<file path="config.mk">
export PLATFORM = sky130hd
export DESIGN_NAME = zbt_master
export DESIGN_NICKNAME = d
export VERILOG_FILES = /design/src/rtl/zbt_master.sv
export SDC_FILE = /design/constraint.sdc
export NUM_CORES = 1
export LEC_CHECK = 0
export BUFFER_PORTS_ARGS = -buffer_cell sky130_fd_sc_hd__buf_2
export CAP_MARGIN = 25
export CORE_UTILIZATION = 50
export DETAILED_ROUTE_END_ITERATION = 12
export MAX_ROUTING_LAYER = met4
export PLACE_DENSITY = 0.85
export REMOVE_ABC_BUFFERS = 1
export SETUP_SLACK_MARGIN = 0.4
export SLEW_MARGIN = 20
export SYNTH_ARGS = -nofsm -noshare
export SYNTH_HDL_FRONTEND = slang
export SYNTH_SLANG_ARGS = --single-unit
</file>
<file path="constraint.sdc">
create_clock -name clock -period 2.5 [get_ports clock]
set_input_delay 0 -clock clock [delete_from_list [all_inputs] [get_ports clock]]
set_output_delay 0 -clock clock [all_outputs]
set_load 0.01 [all_outputs]
</file>
<file path="src/rtl/zbt_master.sv">
// zbt_master -- client-side master for a ZBT (zero-bus-turnaround) synchronous SRAM.
//
// Accepts read/write requests on a valid/ready handshake, issues them to the
// memory back-to-back, and returns read data in request order through a
// 4-entry response FIFO protected by a credit scheme.
//
// Timing, relative to the accept edge A:
//   addr/wr         driven in the cycle after edge A+1 (one capture stage, one output stage)
//   write           driven in the cycle after edge A+3 (two data stages behind addr)
//   read data       sampled at edge A+3 and pushed into the FIFO (A+4 with the option below)
//
// Optional feature (compile-time macro ZBT_MASTER_RDATA_REG_EN):
//   defined   -> memory read data is registered once before the FIFO; the
//                read latency grows by one cycle and the credit covers that stage.
//   undefined -> read data goes straight from the memory bus into the FIFO.
//
// Ports:
//   clock, reset (async, active-low)
//   req_valid/req_ready/req_wr/req_addr/req_wdata  request channel
//   resp_valid/resp_ready/resp_data                 in-order read responses
//   busy                                            pipeline or FIFO occupied
//   wr/addr/write/data                              ZBT memory bus
module zbt_master #(
    parameter int LOG_ADDR = 19,
    parameter int LOG_MEM  = 36
) (
    input  logic                clock,
    input  logic                reset,
    input  logic                req_valid,
    output logic                req_ready,
    input  logic                req_wr,
    input  logic [LOG_ADDR-1:0] req_addr,
    input  logic [LOG_MEM-1:0]  req_wdata,
    output logic                resp_valid,
    input  logic                resp_ready,
    output logic [LOG_MEM-1:0]  resp_data,
    output logic                busy,
    output logic                wr,
    output logic [LOG_ADDR-1:0] addr,
    output logic [LOG_MEM-1:0]  write,
    input  logic [LOG_MEM-1:0]  data
);

    localparam int STAGES = 3;

    // Request pipeline: stage 0 is the accept register, stage 1 runs in
    // parallel with addr/wr, stage 2 feeds the write bus and the read capture.
    logic                run_reg;
    logic [STAGES-1:0]   stg_valid_reg;
    logic [STAGES-1:0]   stg_wr_reg;
    logic [LOG_MEM-1:0]  stg_wdata_reg [STAGES];
    logic [LOG_ADDR-1:0] s0_addr_reg;
    logic [STAGES-1:0]   stg_rd;

    logic [LOG_MEM-1:0]  fifo_mem [4];
    logic [1:0]          wptr_reg;
    logic [1:0]          rptr_reg;
    logic [2:0]          count_reg;

    logic                accept;
    logic                push;
    logic                pop;
    logic [LOG_MEM-1:0]  push_data;
    logic [3:0]          reads_in_flight;
    logic [3:0]          outstanding;
    logic                pipe_busy;

    assign stg_rd    = stg_valid_reg & ~stg_wr_reg;
    assign accept    = req_valid & req_ready;
    assign pop       = resp_valid & resp_ready;
    assign pipe_busy = |stg_valid_reg;

`ifdef ZBT_MASTER_RDATA_REG_EN
    logic                rd3_reg;
    logic [LOG_MEM-1:0]  rdata_reg;

    always_ff @(posedge clock or negedge reset) begin
        if (!reset) begin
            rd3_reg   <= 1'b0;
            rdata_reg <= '0;
        end else begin
            rd3_reg   <= stg_rd[STAGES-1];
            rdata_reg <= data;
        end
    end

    assign push            = rd3_reg;
    assign push_data       = rdata_reg;
    assign reads_in_flight = 4'($countones(stg_rd)) + 4'(rd3_reg);
    assign busy            = pipe_busy | rd3_reg | resp_valid;
`else
    assign push            = stg_rd[STAGES-1];
    assign push_data       = data;
    assign reads_in_flight = 4'($countones(stg_rd));
    assign busy            = pipe_busy | resp_valid;
`endif

    // Credit: every read in the pipeline already owns a FIFO slot. A pop on
    // this same edge frees its slot in time for a new accept, which is what
    // lets a continuously drained stream run without bubbles.
    assign outstanding = {1'b0, count_reg} + reads_in_flight;
    assign req_ready   = run_reg & ((outstanding - 4'(pop)) < 4'd4);

    always_ff @(posedge clock or negedge reset) begin
        if (!reset) begin
            run_reg       <= 1'b0;
            stg_valid_reg <= '0;
            stg_wr_reg    <= '0;
            for (int i = 0; i < STAGES; i++) begin
                stg_wdata_reg[i] <= '0;
            end
            s0_addr_reg   <= '0;
            wr            <= 1'b0;
            addr          <= '0;
            write         <= '0;
            wptr_reg      <= '0;
            rptr_reg      <= '0;
            count_reg     <= '0;
        end else begin
            run_reg          <= 1'b1;
            stg_valid_reg    <= {stg_valid_reg[STAGES-2:0], accept};
            stg_wr_reg       <= {stg_wr_reg[STAGES-2:0], req_wr};
            stg_wdata_reg[0] <= req_wdata;
            for (int i = 1; i < STAGES; i++) begin
                stg_wdata_reg[i] <= stg_wdata_reg[i-1];
            end
            s0_addr_reg      <= req_addr;

            wr <= stg_valid_reg[0] & stg_wr_reg[0];
            // Address bus parks on the last issued address when idle.
            if (stg_valid_reg[0]) begin
                addr <= s0_addr_reg;
            end
            write <= (stg_valid_reg[STAGES-1] & stg_wr_reg[STAGES-1])
                     ? stg_wdata_reg[STAGES-1] : '0;

            if (push) begin
                wptr_reg <= wptr_reg + 2'd1;
            end
            if (pop) begin
                rptr_reg <= rptr_reg + 2'd1;
            end
            case ({push, pop})
                2'b10:   count_reg <= count_reg + 3'd1;
                2'b01:   count_reg <= count_reg - 3'd1;
                default: count_reg <= count_reg;
            endcase
        end
    end

    // FIFO storage needs no reset: an entry is only visible once counted.
    always_ff @(posedge clock) begin
        if (push) begin
            fifo_mem[wptr_reg] <= push_data;
        end
    end

    assign resp_valid = (count_reg != 3'd0);
    assign resp_data  = resp_valid ? fifo_mem[rptr_reg] : '0;

endmodule

</file>
After elaboration in Yosys (flattened, before gate mapping)
Memory sizes are Yosys's and may differ from the RTL's.
Cells that the tools add are included.
- bits in registers: 197
- memory bits (writable): 144
- logic and storage cells: 41
- memories kept: 1
- output and inout port bits: 95
- bits of input ports: 96
- mux-type cells: 5
- $add $sub $neg: 8
- $lt $le $gt $ge: 1
- bitwise logic cells: 8
- equality and inequality tests: 2
- reductions and logical operators: 3
- memories (name ; words ; width ; rd ports ; clocked after memory_dff ; wr ports ; line ; RTL):
    fifo_mem ; 4 ; 36 ; 1 ; 0 ; 1 ; 55 ; logic [LOG_MEM-1:0] fifo_mem [4];
- operator list (kind ; count):
    two-way mux 36 bit ; 2
    one-hot mux 3 bit (2 select lines) ; 1
    bitwise AND 1 bit ; 5
    adder 2 x 1 -> 2 bit, second input constant ; 2
    adder 3 x 3 -> 4 bit ; 1
    < comparator 4 x 3 -> 1 bit, second input constant ; 1
    subtractor 4 x 1 -> 4 bit ; 1
    adder 2 x 1 -> 3 bit ; 1
    adder 3 x 1 -> 3 bit, second input constant ; 1
    bitwise AND 3 bit ; 1
    NOT 3 bit ; 1
    nonzero test 3 bit ; 1
    OR reduction 3 bit ; 1
    subtractor 3 x 1 -> 3 bit, second input constant ; 1
    adder 1 x 1 -> 2 bit ; 1
    equality test 2 x 1 -> 1 bit, second input constant ; 1
    equality test 2 bit, second input constant ; 1
    two-way mux 1 bit ; 2
    nonzero test 2 bit ; 1
    OR 1 bit ; 1

Logic depth before layout (Yosys ltp)
- depth in word-level cells: 9
- mapped depth: 9
- gate-level depth less buffers: 9

Worst setup path after synthesis
OpenSTA, ideal clock, no wires.
- kind: flip-flop to output port
- start point: register count_reg[0]
- end point: output req_ready
- cell stages (with the launch flop): 10
- arrival: 2.475 ns
- slack: 0.025 ns
- path through: dfrtp_1 -> or3_1 -> and2_1 -> ha_1 -> fa_1 -> inv_1 -> ha_1 -> nor4bb_1 -> nor2_1 -> mux2i_1
- longest elaborated chain between the ends: 5
- elaborated cells on any way between the ends: 6
- those cells by class: add/sub: 2; order compare: 1; bitwise: 2; reduce/logical: 1
- ends and longest elaborated chain (what ; line ; RTL):
    from (decl) ; 58 ; logic [2:0] count_reg;
    from (signal assigned) ; 144 ; 2'b10: count_reg <= count_reg + 3'd1;
    from (signal assigned) ; 145 ; 2'b01: count_reg <= count_reg - 3'd1;
    from (signal assigned) ; 146 ; default: count_reg <= count_reg;
    nonzero test 3 bit ; 158 ; assign resp_valid = (count_reg != 3'd0);
    bitwise AND 1 bit ; 70 ; assign pop = resp_valid & resp_ready;
    named net pop ; 62 ; logic pop;
    subtractor 4 x 1 -> 4 bit ; 102 ; assign req_ready = run_reg & ((outstanding - 4'(pop)) < 4'd4);
    < comparator 4 x 3 -> 1 bit ; 102 ;
    bitwise AND 1 bit ; 102 ;
    to (decl) ; 30 ; output logic req_ready,
The timed path passes the listed nets, and every way through them passes these cells.

Final worst setup path
- start point: register count_reg[1]
- end point: output req_ready
The elaborated chain is that of the path after synthesis.

==> metrics.sh <==
STATUS='finished with violations'
VIOLATIONS_IN_THE_FINAL_REPORTS='design-rule violations, negative setup slack'
VIAS_IN_THE_FIRST_GLOBAL_ROUTE=6730
DRT_PRE_ANTENNA_ITERS=8
FLOORPLAN.DIE_AREA_SQ_UM=23100
CTSROOTBUFFERMASTER='clkbuf_16'
WL_PER_CELL_UM=21.1
FIN_TNS_SETUP_NS=-0.401
LEAKAGE_nW=6.59
SYNTHDOMINANTAREACELLTYPE='dfrtp_1'
SYNTH_AREA_SQ_UM=11300
FIN_CRIT_NS=2.90
ANTENNA_VIOLATIONS_BEFORE_REPAIR=0
PIN_COUNT=191
CLKTRANSATPATHREGS_NS=0.07
DIE-WIDTH_UM=152
HOLD_VIOL=0
CRIT_TOP_CELL='ha_4'
PRE_CTS_WS_NS=-0.0740
POSTSYNTH.ASYNCRESETSHARE_PCT=57.8
CAP_VIOLATIONS=0
NETLIST.AREA_LEADER.SHARE_PCT=43.8
TIMING.FINAL.SETUP_VIOLATIONS=1
R2R_SETUP_SLK_NS=0.08
POSTROUTEANTENNANETS=0
FRACTION_OF_FINAL_LAYOUT_CELLS_SIZED_BEYOND_DRIVE_STRENGTH_1_PCT=41.7
SYNTH_MOST_COMMON_CELL='dfrtp_1'
ANTENNA_CELLS=0
GRT.TOTAL_USAGE_PCT=21.9
MAX-CLOCK-PATH-BUFFERS=3
SYNTH-SEQ-AREA-SHARE_PCT=82.2
POWER_PER_CELL_AREA_nW_PER_UM2=1090
DP_HPWL_UM=12200
CRITICAL_PATH_CLASS='reg -> out'
YOSYS-TOP-CELLS-COUNT='dfrtp_1, edfxtp_1, and2_1'
SETUP_SLACK_NS=-0.401
GRT_START_MAX_NET_PINS=90
SLOWEST_DELAY_NS=0.39
WORST_CLOCK_SKEW_NS=0.0182
MAXSLEWVIOLCOUNT=0
AREA_DELTA_SYNTH_FINAL_PCT=34.6
WORST_SLEW_PIN_SLEW_NS=0.714
SYN-INSTANCE-COUNT=543
FP.DIEH_UM=152
YOSYSUNIQUECELLTYPES=28
SYN_AVG_CELL_AREA_SQ_UM=20.7
TRITONCTS.NUM_BUFFERS=31
CRITICAL_PATH_ARRIVAL_NS=2.90
SYNTH-EDFF-COUNT=144
HOLDCRITPATHCLASS='in -> async'
YS.WARNINGS.COUNT=0
CRIT_FANOUT=2
FINAL_WORST_HOLD_SLACK_NS=0.0624
YS_SEQ_ELEMENTS=341
ROUTE.DETAILED.VIAS_PER_INST=5.08
LARGEST_REG_FLOPS=144
LEADING_CELL_TYPES_BY_TOTAL_AREA_AFTER_SYNTHESIS='dfrtp_1, edfxtp_1, mux4_2'
MAX_FREQ_MHz=345
WORST_PATH_MAX_DELAY_CELL='dfrtp_1'
CRITPATHCAPTURETYPE='primary output'
FP.COREAREA_SQ_UM=22000
START_UTIL_PCT=51.3
PLACE.PORT_BUFFERS=190
CTSHTREEMAXLEVEL=1
POWER_mW=16.5
ROUTE.VIAS.TOTAL=5962
CTS_TREE='yes'
PLACEMENT_ROWS=54
POST_ROUTE_FRACTION_OF_THE_PERIOD_CONSUMED_BY_THE_CRITICAL_PATH_PCT=116
GRT_PASS1_WL_UM=37100
SLEW_HEADROOM_PCT=52.4
FIRST_ITER_VIOLATIONS=370
GLOBAL_ROUTE.OVERFLOW_TOTAL=0
FIN_NETS=977
PEAK_IR_DROP_ON_THE_VDD_NETWORK_mV=0.733
TOTAL_WIRE_LENGTH_AFTER_DETAILED_ROUTING_UM=24700
CP_DATA_REQUIRED_TIME_NS=2.50
WORSTSKEWPAIRLATENCY_NS=0.56
DETAIL_ROUTE.DRC_VIOLATIONS=28
GP_CONGESTION=0.722
CTS_SINKS=341
GRT_SETUP_UNREPAIRED='yes'
POSTPLACECELLAREA_SQ_UM=12600
FINALINSTANCEAREA_SQ_UM=15200
CRITICAL_PATH.CELL_CHAIN='or3_4 -> and2_4 -> ha_4 -> fa_2 -> inv_2 -> ha_4 -> nor4bb_4 -> nor2_2 -> mux2i_1 -> buf_2'
MOST_USED_FLIP_FLOP_CELL_AFTER_SYNTHESIS='dfrtp_1'
NFILLCELLS=1292
STARTPOINT_TYPE='flip-flop'
==> through the flow <==
step / instances / utilization, %
after floorplan: 521 / -
after global placement: 1009 / 57.6
after detailed placement: 1009 / 57.6
after CTS: 1169 / 67.8
after global routing: 1173 / 69.0
final: 1173 / 69.0
==> cell type report <==
class,count,area (sq um),share of cell area (%)
clock inverters,8,76.3,0.503
flip-flops and latches,341,9260,61.1
inverters,10,37.5,0.248
multi-input cells,170,1990,13.1
well taps,280,350,2.31
repair buffers,315,2440,16.1
clock buffers,49,1010,6.67
==> power breakdown <==
part	switching, mW	total (mW)	internal, mW
Clock	2.01	4.88	2.87
Sequential	0.270	6.66	6.40
Combinational	2.18	4.96	2.78
==> worst max-delay path: cells and delay by family (launching register included) <==
family                     cells  cell delay, ns
and+or+nand+nor                4            0.81
adders and majority gates      3            0.74
DFF                            1            0.39
buffers and inverters          2            0.22
muxes                          1            0.18
==> placed cells by master (no fill, tap or decap), types with 2 or more instances in the layout <==
master           n
xnor2_1          5
clkbuf_16       33
dlygate4sd3_1   96
and3_1          36
and2_4          30
buf_12           7
mux2_2          19
mux4_2          36
ha_1             8
inv_6            2
mux2i_1          3
and2_1           8
dfrtp_1        195
clkbuf_8        13
buf_4           16
clkinv_2         4
buf_8            2
clkbuf_1         2
inv_1            9
xor2_1           2
edfxtp_1       144
and2_2           4
buf_6           33
ha_4             2
buf_2          160
nand3_1          2
==> per-layer routing <==
layer / routed length [um] / track usage (%) / vias up
li1: - / - / 2621
met1: 9620 / 27.6 / 3038
met2: 12600 / 36.1 / 254
met3: 1910 / 5.33 / 49
met4: 556 / 5.34 / 0
met5: 0 / - / -
==> cell families (layout without fill, tap and decap cells) <==
family / count (synthesis) / count (layout) / synth area share, %
flops: 341 / 341 / 82.2
other cells: 1 / 1 / 0.0333
compound gates: 1 / 1 / 0.0444
xor+xnor: 7 / 7 / 0.544
mux: 58 / 58 / 9.37
fa+ha+maj: 12 / 12 / 1.47
simple gates: 91 / 91 / 5.04
buf+inv: 32 / 382 / 1.33
==> path summary, 6_finish.rpt <==
| check | from | to | depth (start not counted) |
|---|---|---|---|
| worst max-delay path | count_reg[1] | req_ready | 10 |
| worst min-delay path | reset | stg_wdata_reg[94] | 2 |
| worst max register to register | count_reg[1] | stg_valid_reg[0] | 10 |
| worst min register to register | stg_wdata_reg[37] | stg_wdata_reg[1] | 0 |
| max in group asynchronous | reset | write[31] | 3 |
| min in group clock | req_wdata[30] | stg_wdata_reg[102] | 2 |
==> timing repair <==
item,in CTS,in global routing
resized for setup,32,55
pin swaps,4,1
endpoints found under the setup margin,39,38
buffers inserted,7,4
hold buffers,96,0
endpoints found under the hold margin,299,0
Note: power is estimated with default switching activity, not from simulation.
